## src/rtl/match_controller.sv

```systemverilog
// Match controller: keeps left/right point scores, freezes play after each point
// and once the match is won, and drives the two score digits (winner's digit blinks).
module match_controller #(
  parameter int unsigned WIN_POINTS  = 7,
  parameter int unsigned PAUSE_TICKS = 16,
  parameter int unsigned BLINK_TICKS = 8
) (
  input  logic       clk,
  input  logic       reset,
  input  logic       CE,
  input  logic       left_point,
  input  logic       right_point,
  input  logic       new_match,
  output logic       freeze,
  output logic       match_over,
  output logic       winner,
  output logic [6:0] hex_left,
  output logic [6:0] hex_right
);

  typedef enum logic [1:0] {StPlay, StPause, StMatchOver} state_e;

  localparam logic [3:0] WinScore   = 4'(WIN_POINTS);
  localparam logic [7:0] PauseLoad  = 8'(PAUSE_TICKS);
  localparam logic [7:0] BlinkLimit = 8'(BLINK_TICKS);
  localparam logic [6:0] SegBlank   = 7'b1111111;

  state_e     state_q, state_d;
  logic [3:0] left_q, left_d;
  logic [3:0] right_q, right_d;
  logic [7:0] pause_q, pause_d;
  logic [7:0] blink_q, blink_d;
  logic       phase_q, phase_d;
  logic       winner_q, winner_d;

  always_ff @(posedge clk) begin
    if (reset) begin
      state_q  <= StPlay;
      left_q   <= 4'd0;
      right_q  <= 4'd0;
      pause_q  <= 8'd0;
      blink_q  <= 8'd0;
      phase_q  <= 1'b0;
      winner_q <= 1'b0;
    end else begin
      state_q  <= state_d;
      left_q   <= left_d;
      right_q  <= right_d;
      pause_q  <= pause_d;
      blink_q  <= blink_d;
      phase_q  <= phase_d;
      winner_q <= winner_d;
    end
  end

  always_comb begin
    state_d  = state_q;
    left_d   = left_q;
    right_d  = right_q;
    pause_d  = pause_q;
    blink_d  = blink_q;
    phase_d  = phase_q;
    winner_d = winner_q;

    if (new_match) begin
      state_d  = StPlay;
      left_d   = 4'd0;
      right_d  = 4'd0;
      pause_d  = 8'd0;
      blink_d  = 8'd0;
      phase_d  = 1'b0;
      winner_d = 1'b0;
    end else begin
      unique case (state_q)
        StPlay: begin
          // A tie (both pulses together) scores nothing.
          if (left_point ^ right_point) begin
            if (left_point) begin
              left_d = left_q + 4'd1;
            end else begin
              right_d = right_q + 4'd1;
            end
            if ((left_point && (left_q + 4'd1 == WinScore)) ||
                (right_point && (right_q + 4'd1 == WinScore))) begin
              state_d  = StMatchOver;
              winner_d = right_point;
              blink_d  = 8'd0;
              phase_d  = 1'b0;
            end else begin
              state_d = StPause;
              pause_d = PauseLoad;
            end
          end
        end
        StPause: begin
          if (CE) begin
            if (pause_q <= 8'd1) begin
              state_d = StPlay;
              pause_d = 8'd0;
            end else begin
              pause_d = pause_q - 8'd1;
            end
          end
        end
        StMatchOver: begin
          if (CE) begin
            if (blink_q + 8'd1 >= BlinkLimit) begin
              blink_d = 8'd0;
              phase_d = ~phase_q;
            end else begin
              blink_d = blink_q + 8'd1;
            end
          end
        end
        default: state_d = StPlay;
      endcase
    end
  end

  function automatic logic [6:0] seg7(input logic [3:0] v);
    logic [6:0] s;
    case (v)
      4'd0:    s = 7'b1000000;
      4'd1:    s = 7'b1111001;
      4'd2:    s = 7'b0100100;
      4'd3:    s = 7'b0110000;
      4'd4:    s = 7'b0011001;
      4'd5:    s = 7'b0010010;
      4'd6:    s = 7'b0000010;
      4'd7:    s = 7'b1111000;
      4'd8:    s = 7'b0000000;
      4'd9:    s = 7'b0010000;
      default: s = SegBlank;
    endcase
    return s;
  endfunction

  logic blank_left, blank_right;

  always_comb begin
    freeze      = (state_q != StPlay);
    match_over  = (state_q == StMatchOver);
    winner      = match_over & winner_q;
    blank_left  = match_over & phase_q & ~winner_q;
    blank_right = match_over & phase_q & winner_q;
    hex_left    = blank_left  ? SegBlank : seg7(left_q);
    hex_right   = blank_right ? SegBlank : seg7(right_q);
  end

endmodule

```

## config.mk

```make
export PLATFORM = sky130hd
export DESIGN_NAME = match_controller
export DESIGN_NICKNAME = d
export VERILOG_FILES = /design/src/rtl/match_controller.sv
export SDC_FILE = /design/constraint.sdc
export NUM_CORES = 1
export LEC_CHECK = 0
export BUFFER_PORTS_ARGS = -buffer_cell sky130_fd_sc_hd__buf_2
export CAP_MARGIN = 25
export CORE_MARGIN = 2
export CORE_UTILIZATION = 50
export DETAILED_ROUTE_END_ITERATION = 7
export GPL_TIMING_DRIVEN = 0
export MAX_ROUTING_LAYER = met4
export PLACE_DENSITY = 0.79
export SLEW_MARGIN = 10
export SYNTH_ARGS = -nofsm -noshare
export SYNTH_HDL_FRONTEND = slang
export SYNTH_SLANG_ARGS = --single-unit
```

## constraint.sdc

```tcl
create_clock -name clk -period 2.09 [get_ports clk]
set_clock_uncertainty 0.1 [all_clocks]
set_input_delay 0 -clock clk [delete_from_list [all_inputs] [get_ports clk]]
set_output_delay 0 -clock clk [all_outputs]
set_load 0.1 [all_outputs]
```

; Word-level counts from Yosys, hierarchy flattened
; Memory sizes are Yosys's and may differ from the RTL's. A register that Yosys moved wholly into a read port is not among the register bits.
; Cells that the tools add are included.
[word_totals]
wordCells = 76
output_inout_bits = 17
mem_count = 2
mem_bits_ro = 224
inputBits = 6
ff_bits = 28
[op_classes]
bitwise = 9
eq_ne = 11
n_mux = 26
n_lt_le_gt_ge = 2
n_addsub = 4
reduce_logical = 15
[memory_table]
columns = name, words, width, rd, rd_ports_with_merged_regs, write_ports, line
row1 = (no name shown), 16, 7, 1, 1, 0, 122  ; case (v)
row2 = (no name shown), 16, 7, 1, 1, 0, 122
[op_table]
columns = cell, count
row1 = 8-bit 2-to-1 mux, 8
row2 = 8-bit case mux with 2 select lines, 2
row3 = 4-bit 2-to-1 mux, 4
row4 = 7-bit 2-to-1 mux, 2
row5 = "2-bit inequality test, second input constant", 6
row6 = 4-bit AND reduction, 3
row7 = 3-bit AND reduction, 3
row8 = "4-bit by 1-bit adder with 4-bit output, second input constant", 2
row9 = "8-bit by 1-bit adder with 8-bit output, second input constant", 1
row10 = "4-bit by 3-bit == test with 1-bit output, second input constant", 2
row11 = "8-bit by 4-bit >= comparator with 1-bit output, second input constant", 1
row12 = "8-bit by 1-bit less-or-equal comparator with 1-bit output, second input constant", 1
row13 = 2-bit 2-to-1 mux, 4
row14 = "8-bit by 1-bit subtractor with 8-bit output, second input constant", 1
row15 = 2-bit case mux with 3 select lines, 1
row16 = 2-bit nonzero test, 3
row17 = 5-bit AND reduction, 1
row18 = 1-bit bitwise AND, 4
row19 = 1-bit 2-to-1 mux, 4
row20 = 1-bit inverter, 4
row21 = "2-bit by 1-bit == test with 1-bit output, second input constant", 1
row22 = "2-bit == test, second input constant", 1
row23 = 1-bit logical AND, 2
row24 = 2-bit logical NOT, 1
row25 = other kinds (5), 5

; Logic depth before layout (Yosys ltp)
; Gate-level depths: netlist of run 1.
[logic_depth]
depth_word = 7
depth_mapped = 10
mapped_depth_nobuf = 10

; Worst setup path after synthesis of run 1
; Ideal clock, no wire load.
[synth_path]
path_kind = flip-flop to output port
from = register state_q[1]
to = output port hex_right[0]
setup_slack_ns = -1.164
stages_incl_launch_ff = 5
path_buffers = 0
arrival_ns = 3.154
required_ns = 1.990
path_cell_list = dfxtp_1 -> and2b_1 -> and2_1 -> nand2_1 -> nand2b_1
[synth_between]
elab_chain_len = 4
[synth_rtl]
columns = item, line
row1 = start: declaration, 28  ; state_e state_q, state_d;
row2 = start signal: assignment, 38  ; state_q <= StPlay;
row3 = start signal: assignment, 46  ; state_q <= state_d;
row4 = 2-bit == test, 142  ; match_over = (state_q == StMatchOver);
row5 = named net match_over, 15  ; output logic match_over,
row6 = 1-bit bitwise AND (2 in a row), 145  ; blank_right = match_over & phase_q & winner_q;
row7 = 7-bit 2-to-1 mux, 147  ; hex_right = blank_right ? SegBlank : seg7(right_q);
row8 = end: declaration, 18  ; output logic [6:0] hex_right
; The timed path passes the listed nets, and every way through them passes these cells.

; Worst setup path after layout of run 1
[layout_path]
from = register state_q[1]
to = output port hex_right[0]
[layout_between]
elab_chain_len = 4
[layout_rtl]
columns = item, line
row1 = 2-bit == test, 142
row2 = 1-bit bitwise AND (2 in a row), 145
row3 = 7-bit 2-to-1 mux, 147
; No other way between the ends.

==> results.txt, run 1 <==
----------------------------------------------------
[Run]
  Max-capacitance violation count ... 0

[Power]
  Net switching component of the power ... 491 uW
  Fraction of power consumed by the clock network ... 0.301
  Power Total ... 1650 uW
  Largest vdd supply drop ... 0.342 mV
  Net Sw Frac ... 0.298
  Part of the power in combinational logic ... 0.190
  Seq pwr share ... 0.509
  Power density over the cells ... 542 nW/um^2
  Pleak ... 0.00129 uW
  Internal Pwr Total ... 1150 uW

[Setup path]
  Critical path peak fanout ... 8
  Element type at the critical path start ... register
  Required time of the worst setup path ... 1.99 ns
  Kind of critical path ... reg -> out
  Critical Path AT ... 1.93 ns
  Crit end category ... output pin

[Die]
  Starting utilization of the core area ... 0.517
  Chip Width ... 73.9 um
  Number of top-level pins ... 23
  Row count ... 25
  Vertical extent of the die ... 73.9 um
  Area inside the core boundary ... 4720 sq um
  Floorplan die area ... 5460 sq um

[Clock tree]
  TritonCTS sink count ... 42
  Clock transition time at the flip-flop clock pins of the worst setup and hold paths ... 0.08 ns
  Max Buffers Root-to-Sink ... 2
  Root Buffer ... clkbuf_8
  H-tree levels ... 2
  Insertion delay to the later sink of the worst-skew pair ... 0.30 ns
  CTS tree ... yes
  Inserted Clock Buffers ... 5

[Route]
  Routed wire length ... 5360 um
  Number of iterations in the first detailed-routing pass ... 4
  Post-detailed-route DRC marker count ... 0
  Vias after detailed routing ... 2124
  Mean number of vias per cell ... 5.59
  Final antenna-violating net count ... 0
  Final routed wire length divided by cell count ... 14.1 um
  Initial detailed-routing violation count ... 151

[Synth]
  Gate count of the mapped netlist ... 274
  Mapped Avg Cell Area ... 8.92 sq um
  Post-synth EDFFs ... 0
  Post-synthesis async set-or-reset flop share ... 0
  Synthesized cell area ... 2440 sq um
  Synth Register Bits ... 42
  Sequential-to-total area share from yosys stat ... 0.344
  Synthesized net count ... 299
  Yosys warnings ... 0
  Post-synth top flop ... dfxtp_1
  Number of distinct standard cells referenced by the synthesized netlist ... 54

[Min path]
  Min-Delay Path Class ... in -> reg

[Global routing]
  First-pass GRT wire length ... 8250 um
  Antenna violations before repair ... 0
  Maximum number of pins on one net before global-route repair ... 12
  Global Route Usage Sum ... 0.197
  Vias in the first global route ... 1909
  Aggregate global routing overflow ... 0

[STA]
  Headroom to the max-slew limit ... 0.492
  Final number of setup-violating endpoints ... 0
  Setup Total Neg Slack ... 0 ns
  Worst Max-Slew Pin Slew ... 0.759 ns
  Share of the clock period used by the worst path ... 0.969
  Final Hold Fails ... 0
  Shortest period the worst path allows ... 2.03 ns
  Max Freq ... 0.494 GHz
  Final count of pins violating max slew ... 0

[Placement]
  Number of port buffers ... 22
  Placer Congestion ... 0.878
  Detailed-placement wirelength estimate ... 3550 um

[Status]
  Status ... finished, final reports clean

[Layout]
  Commonest cells after routing, fill and taps aside ... dfxtp_1, buf_2, a21oi_1, ha_1, inv_1
  # diodes ... 0
  Area Overhead vs Synth ... 24.2%
  Fraction of layout cells with a size suffix above 1 ... 0.329
  Layout net count ... 338
  Commonest non-fill, non-tap cell in the layout ... dfxtp_1

----------------------------------------------------
-- critical path, cell delays in order, from the launching register on --
cell,delay [ns]
dfxtp_2,0.45
and2b_4,0.22
and2_4,0.15
nand2_2,0.22
nand2b_4,0.14
buf_2,0.43
-- cell usage after synthesis, types with 3 or more instances --
cell | count | area, sq um
dfxtp_1 | 42 | 841
a21oi_1 | 23 | 115
ha_1 | 19 | 238
inv_1 | 19 | 71.3
nand2b_1 | 13 | 81.3
nor2_1 | 12 | 45.0
or2_2 | 10 | 62.6
nand2_1 | 9 | 33.8
nand3_1 | 8 | 40.0
o21ai_0 | 8 | 40.0
a211oi_1 | 7 | 52.6
and2_1 | 7 | 43.8
mux2i_1 | 7 | 70.1
or3_1 | 6 | 37.5
a211o_1 | 5 | 43.8
nor3_1 | 5 | 25.0
a31oi_1 | 4 | 25.0
and4_1 | 4 | 35.0
buf_2 | 4 | 20.0
xnor2_1 | 4 | 35.0
a311oi_1 | 3 | 26.3
clkbuf_1 | 3 | 11.3
o22ai_1 | 3 | 18.8
o31ai_1 | 3 | 22.5
-- per-layer routing --
metal,up-vias,wire length [um],GRT usage
met5,-,0,-
met4,0,123,0.0848
met3,13,149,0.0329
met2,30,2580,0.312
met1,1006,2500,0.248
li1,1075,-,-
-- worst paths after layout --
path	startpoint	endpoint	slack (ns)	depth (start not counted)
setup / recovery	state_q[1]	hex_right[0]	0.06	5
setup reg to reg	right_q[0]	register	0.07	7
hold reg to reg	pause_q[7]	pause_q[7]	0.40	2
hold / removal	reset	blink_q[2]	0.10	4
-- cell families after synthesis --
| family | Yosys count | share of synthesized area |
|---|---|---|
| DFF | 42 | 0.344 |
| and+or+nand+nor | 96 | 0.243 |
| AOI/OAI and AO/OA | 74 | 0.210 |
| adders and majority gates | 19 | 0.0973 |
| buffers and inverters | 28 | 0.0466 |
| xor gates and xnor gates | 6 | 0.0215 |
| muxes | 9 | 0.0379 |
-- power groups by stage --
stage	Sequential [uW]	Combinational (uW)	Clock, uW
finish	838	313	495
global route	840	336	539
CTS	836	294	502
detailed placement	854	285	0
global placement	853	280	0
floorplan	850	236	0
-- through the flow --
stage | util | cells | worst slack (ns) | hold WS [ns] | area (sq um)
4_1_cts | 0.603 | 374 | 0.00745 | 0.0996 | 2850
2_1_floorplan | - | 274 | 0.0167 | 0.0472 | 2530
5_1_grt | 0.642 | 380 | -0.0759 | 0.137 | 3030
6_report | 0.642 | 380 | 0.0640 | 0.103 | 3030
3_3_place_gp | 0.577 | 363 | -0.167 | 0.227 | 2730
3_5_place_dp | 0.577 | 363 | -0.253 | 0.229 | 2730
-- final cells by class --
cell class                 count  area, sq um
inverter                      20         78.8
timing repair buffer          32          190
buffer                         8         53.8
multi-input combinational    204         1700
tap                           67         83.8
fill                         384         1690
clock buffer                   7         76.3
sequential                    42          853
-- repair_timing --
item / 4_1_cts / 5_1_grt
pin swaps: 2 / 6
endpoints found under the setup margin: 16 / 31
setup buffers: 2 / 6
hold buffers: 2 / 0
resized for setup: 3 / 31
endpoints found under the hold margin: 4 / 0
No activity file was read; power rests on OpenSTA's default activity.
==> run 2: changes to the inputs <==
--- a/config.mk
+++ b/config.mk
@@ -7,7 +7,6 @@
 export LEC_CHECK = 0
 export BUFFER_PORTS_ARGS = -buffer_cell sky130_fd_sc_hd__buf_2
 export CAP_MARGIN = 25
-export CORE_MARGIN = 2
 export CORE_UTILIZATION = 50
 export DETAILED_ROUTE_END_ITERATION = 7
 export GPL_TIMING_DRIVEN = 0
==> results.txt, run 2 (synthesis results as in run 1) <==
----------------------------------------------------
[STA]
  Shortest period the worst path allows ... 2.06 ns (+0.0329 ns)
  Headroom to the max-slew limit ... 0.482 (-0.00974)
  Worst Max-Slew Pin Slew ... 0.774 ns (+0.0146 ns)
  Final Hold Fails ... 0 (unchanged)
  Worst hold margin ... 0.105 ns (+0.00203 ns)
  Final count of pins violating max slew ... 0 (unchanged)
  Min setup slack post-route ... 0.0311 ns (-0.0329 ns)
  Final number of setup-violating endpoints ... 0 (unchanged)
  Max Freq ... 0.486 GHz (-1.6%)
  Share of the clock period used by the worst path ... 0.985 (+0.0157)

[Setup path]
  Critical Path Max Stage Delay ... 0.45 ns (about the same)
  Series of cell instances along the critical path ... and2b_4 -> and2_4 -> nand2_2 -> nand2b_4 -> buf_2
  Register-to-register path setup slack ... 0.06 ns (about the same)
  End point of the critical path ... hex_right[3]
  Origin of the critical flop-to-flop path ... state_q[0]
  Critical Path AT ... 1.96 ns (+0.03 ns)
  Critical path's slowest cell ... dfxtp_2
  Crit end category ... output pin
  Required time of the worst setup path ... 1.99 ns (about the same)
  Critical path peak fanout ... 8 (unchanged)
  Element type at the critical path start ... register
  Kind of critical path ... reg -> out
  R2R cell count ... 7 (unchanged)
  Worst reg2reg endpoint ... pause_q[5]
  Critical path startpoint ... state_q[1]

[Clock tree]
  Clock transition time at the flip-flop clock pins of the worst setup and hold paths ... 0.08 ns (about the same)
  Root Buffer ... clkbuf_8
  CTS tree ... yes
  Inserted Clock Buffers ... 5 (unchanged)
  Insertion delay to the later sink of the worst-skew pair ... 0.30 ns (about the same)
  H-tree levels ... 2 (unchanged)
  Max Buffers Root-to-Sink ... 2 (unchanged)
  TritonCTS sink count ... 42 (unchanged)

[Route]
  Mean number of vias per cell ... 5.58 (-0.20%)
  Vias after detailed routing ... 2142 (+0.85%)
  Number of iterations in the first detailed-routing pass ... 4 (unchanged)
  Routed wire length ... 5530 um (+3.3%)
  Final antenna-violating net count ... 0 (unchanged)
  Final routed wire length divided by cell count ... 14.4 um (+2.2%)
  Post-detailed-route DRC marker count ... 0 (unchanged)
  Initial detailed-routing violation count ... 142 (-6.0%)

[Die]
  Starting utilization of the core area ... 0.517 (unchanged)
  Chip Width ... 71.9 um (-2.7%)
  Vertical extent of the die ... 71.9 um (-2.7%)
  Number of top-level pins ... 23 (unchanged)
  Floorplan die area ... 5170 sq um (-5.3%)
  Row count ... 25 (unchanged)
  Area inside the core boundary ... 4720 sq um (unchanged)

[Layout]
  Layout net count ... 342 (+1.2%)
  Utilization after layout ... 0.652 (+0.00954)
  Commonest cells after routing, fill and taps aside ... dfxtp_1, buf_2, a21oi_1, inv_1, ha_1
  Commonest non-fill, non-tap cell in the layout ... dfxtp_1
  Area Overhead vs Synth ... 26.0%
  Fraction of layout cells with a size suffix above 1 ... 0.350 (+0.0211)
  # diodes ... 0 (unchanged)
  Non-Filler Cell Area, Final ... 3080 sq um (+1.5%)

[Global routing]
  Maximum number of pins on one net before global-route repair ... 13 (+1)
  First-pass GRT wire length ... 8320 um (+0.92%)
  Vias in the first global route ... 1848 (-3.2%)
  Antenna violations before repair ... 0 (unchanged)
  Aggregate global routing overflow ... 0 (unchanged)
  Global Route Usage Sum ... 0.212 (+0.0148)

[Power]
  Seq pwr share ... 0.500 (-0.009)
  Power density over the cells ... 543 nW/um^2 (+0.12%)
  Net Sw Frac ... 0.305 (+0.00645)
  Fraction of power consumed by the clock network ... 0.300 (about the same)
  Largest vdd supply drop ... 0.358 mV (+4.7%)
  Net switching component of the power ... 509 uW (+3.8%)
  Power Total ... 1670 uW (+1.6%)
  Pleak ... 0.00132 uW (+2.5%)
  Internal Pwr Total ... 1160 uW (+0.67%)
  Part of the power in combinational logic ... 0.200 (+0.010)

[Run]
  Max-capacitance violation count ... 0 (unchanged)

[Placement]
  Placer Congestion ... 0.844 (-4.0%)
  Detailed-placement wirelength estimate ... 3530 um (-0.51%)
  Number of port buffers ... 22 (unchanged)
  Placement-stage cell area ... 2730 sq um (unchanged)
  Placement-stage worst setup slack ... -0.224 ns (+0.0287 ns)

[Min path]
  Min-Delay Path Class ... in -> reg

[Status]
  Status ... finished, final reports clean

----------------------------------------------------
[run 2: stage by stage]
step	TNS (ns)	std cells
floorplan	0	274
global placement	-0.833	363
detailed placement	-1.35	363
CTS	0	374
global route	-0.222	384
finish	0	384
[run 2: per-layer routing]
metal  global-route usage  share of wire
met5                    -              0
met4               0.0959          0.028
met3               0.0417          0.019
met2                0.334           0.49
met1                0.264           0.46
[run 2: worst min-delay path by stage]
| stage | startpoint | to | slack, ns | cells after the start |
|---|---|---|---|---|
| after floorplan | right_point | winner_q | 0.05 | 2 |
| after global placement | right_point | winner_q | 0.23 | 3 |
| after detailed placement | right_point | winner_q | 0.23 | 3 |
| after CTS | reset | blink_q[2] | 0.10 | 4 |
| after global routing | new_match | blink_q[2] | 0.12 | 4 |
| final | reset | blink_q[2] | 0.11 | 4 |
[run 2: cell type report]
type	count	area, sq um
fill	382	1640
timing repair buffer	36	225
tap	67	83.8
buffer	8	58.8
multi-input combinational	204	1690
clock inverter	2	10.0
sequential	42	860
inverter	20	78.8
clock buffer	5	68.8
[run 2: critical path: cells and delay by family (launching register included)]
family / cells / cell delay [ns]
and+or+nand+nor: 4 / 0.79
DFF: 1 / 0.45
buffers and inverters: 1 / 0.43
[run 2: timing repair]
item / in CTS / in global routing
endpoints found under the setup margin: 16 / 39
buffers inserted: 2 / 11
pin swaps: 2 / 8
resized for setup: 3 / 38
hold buffers: 2 / 0
endpoints found under the hold margin: 3 / 0
[run 2: power by group through the flow]
stage	Clock, uW	Combinational [uW]	Sequential [uW]
floorplan	0	236	850
global placement	0	281	854
detailed placement	0	286	855
CTS	510	295	836
global route	544	359	839
finish	501	335	836
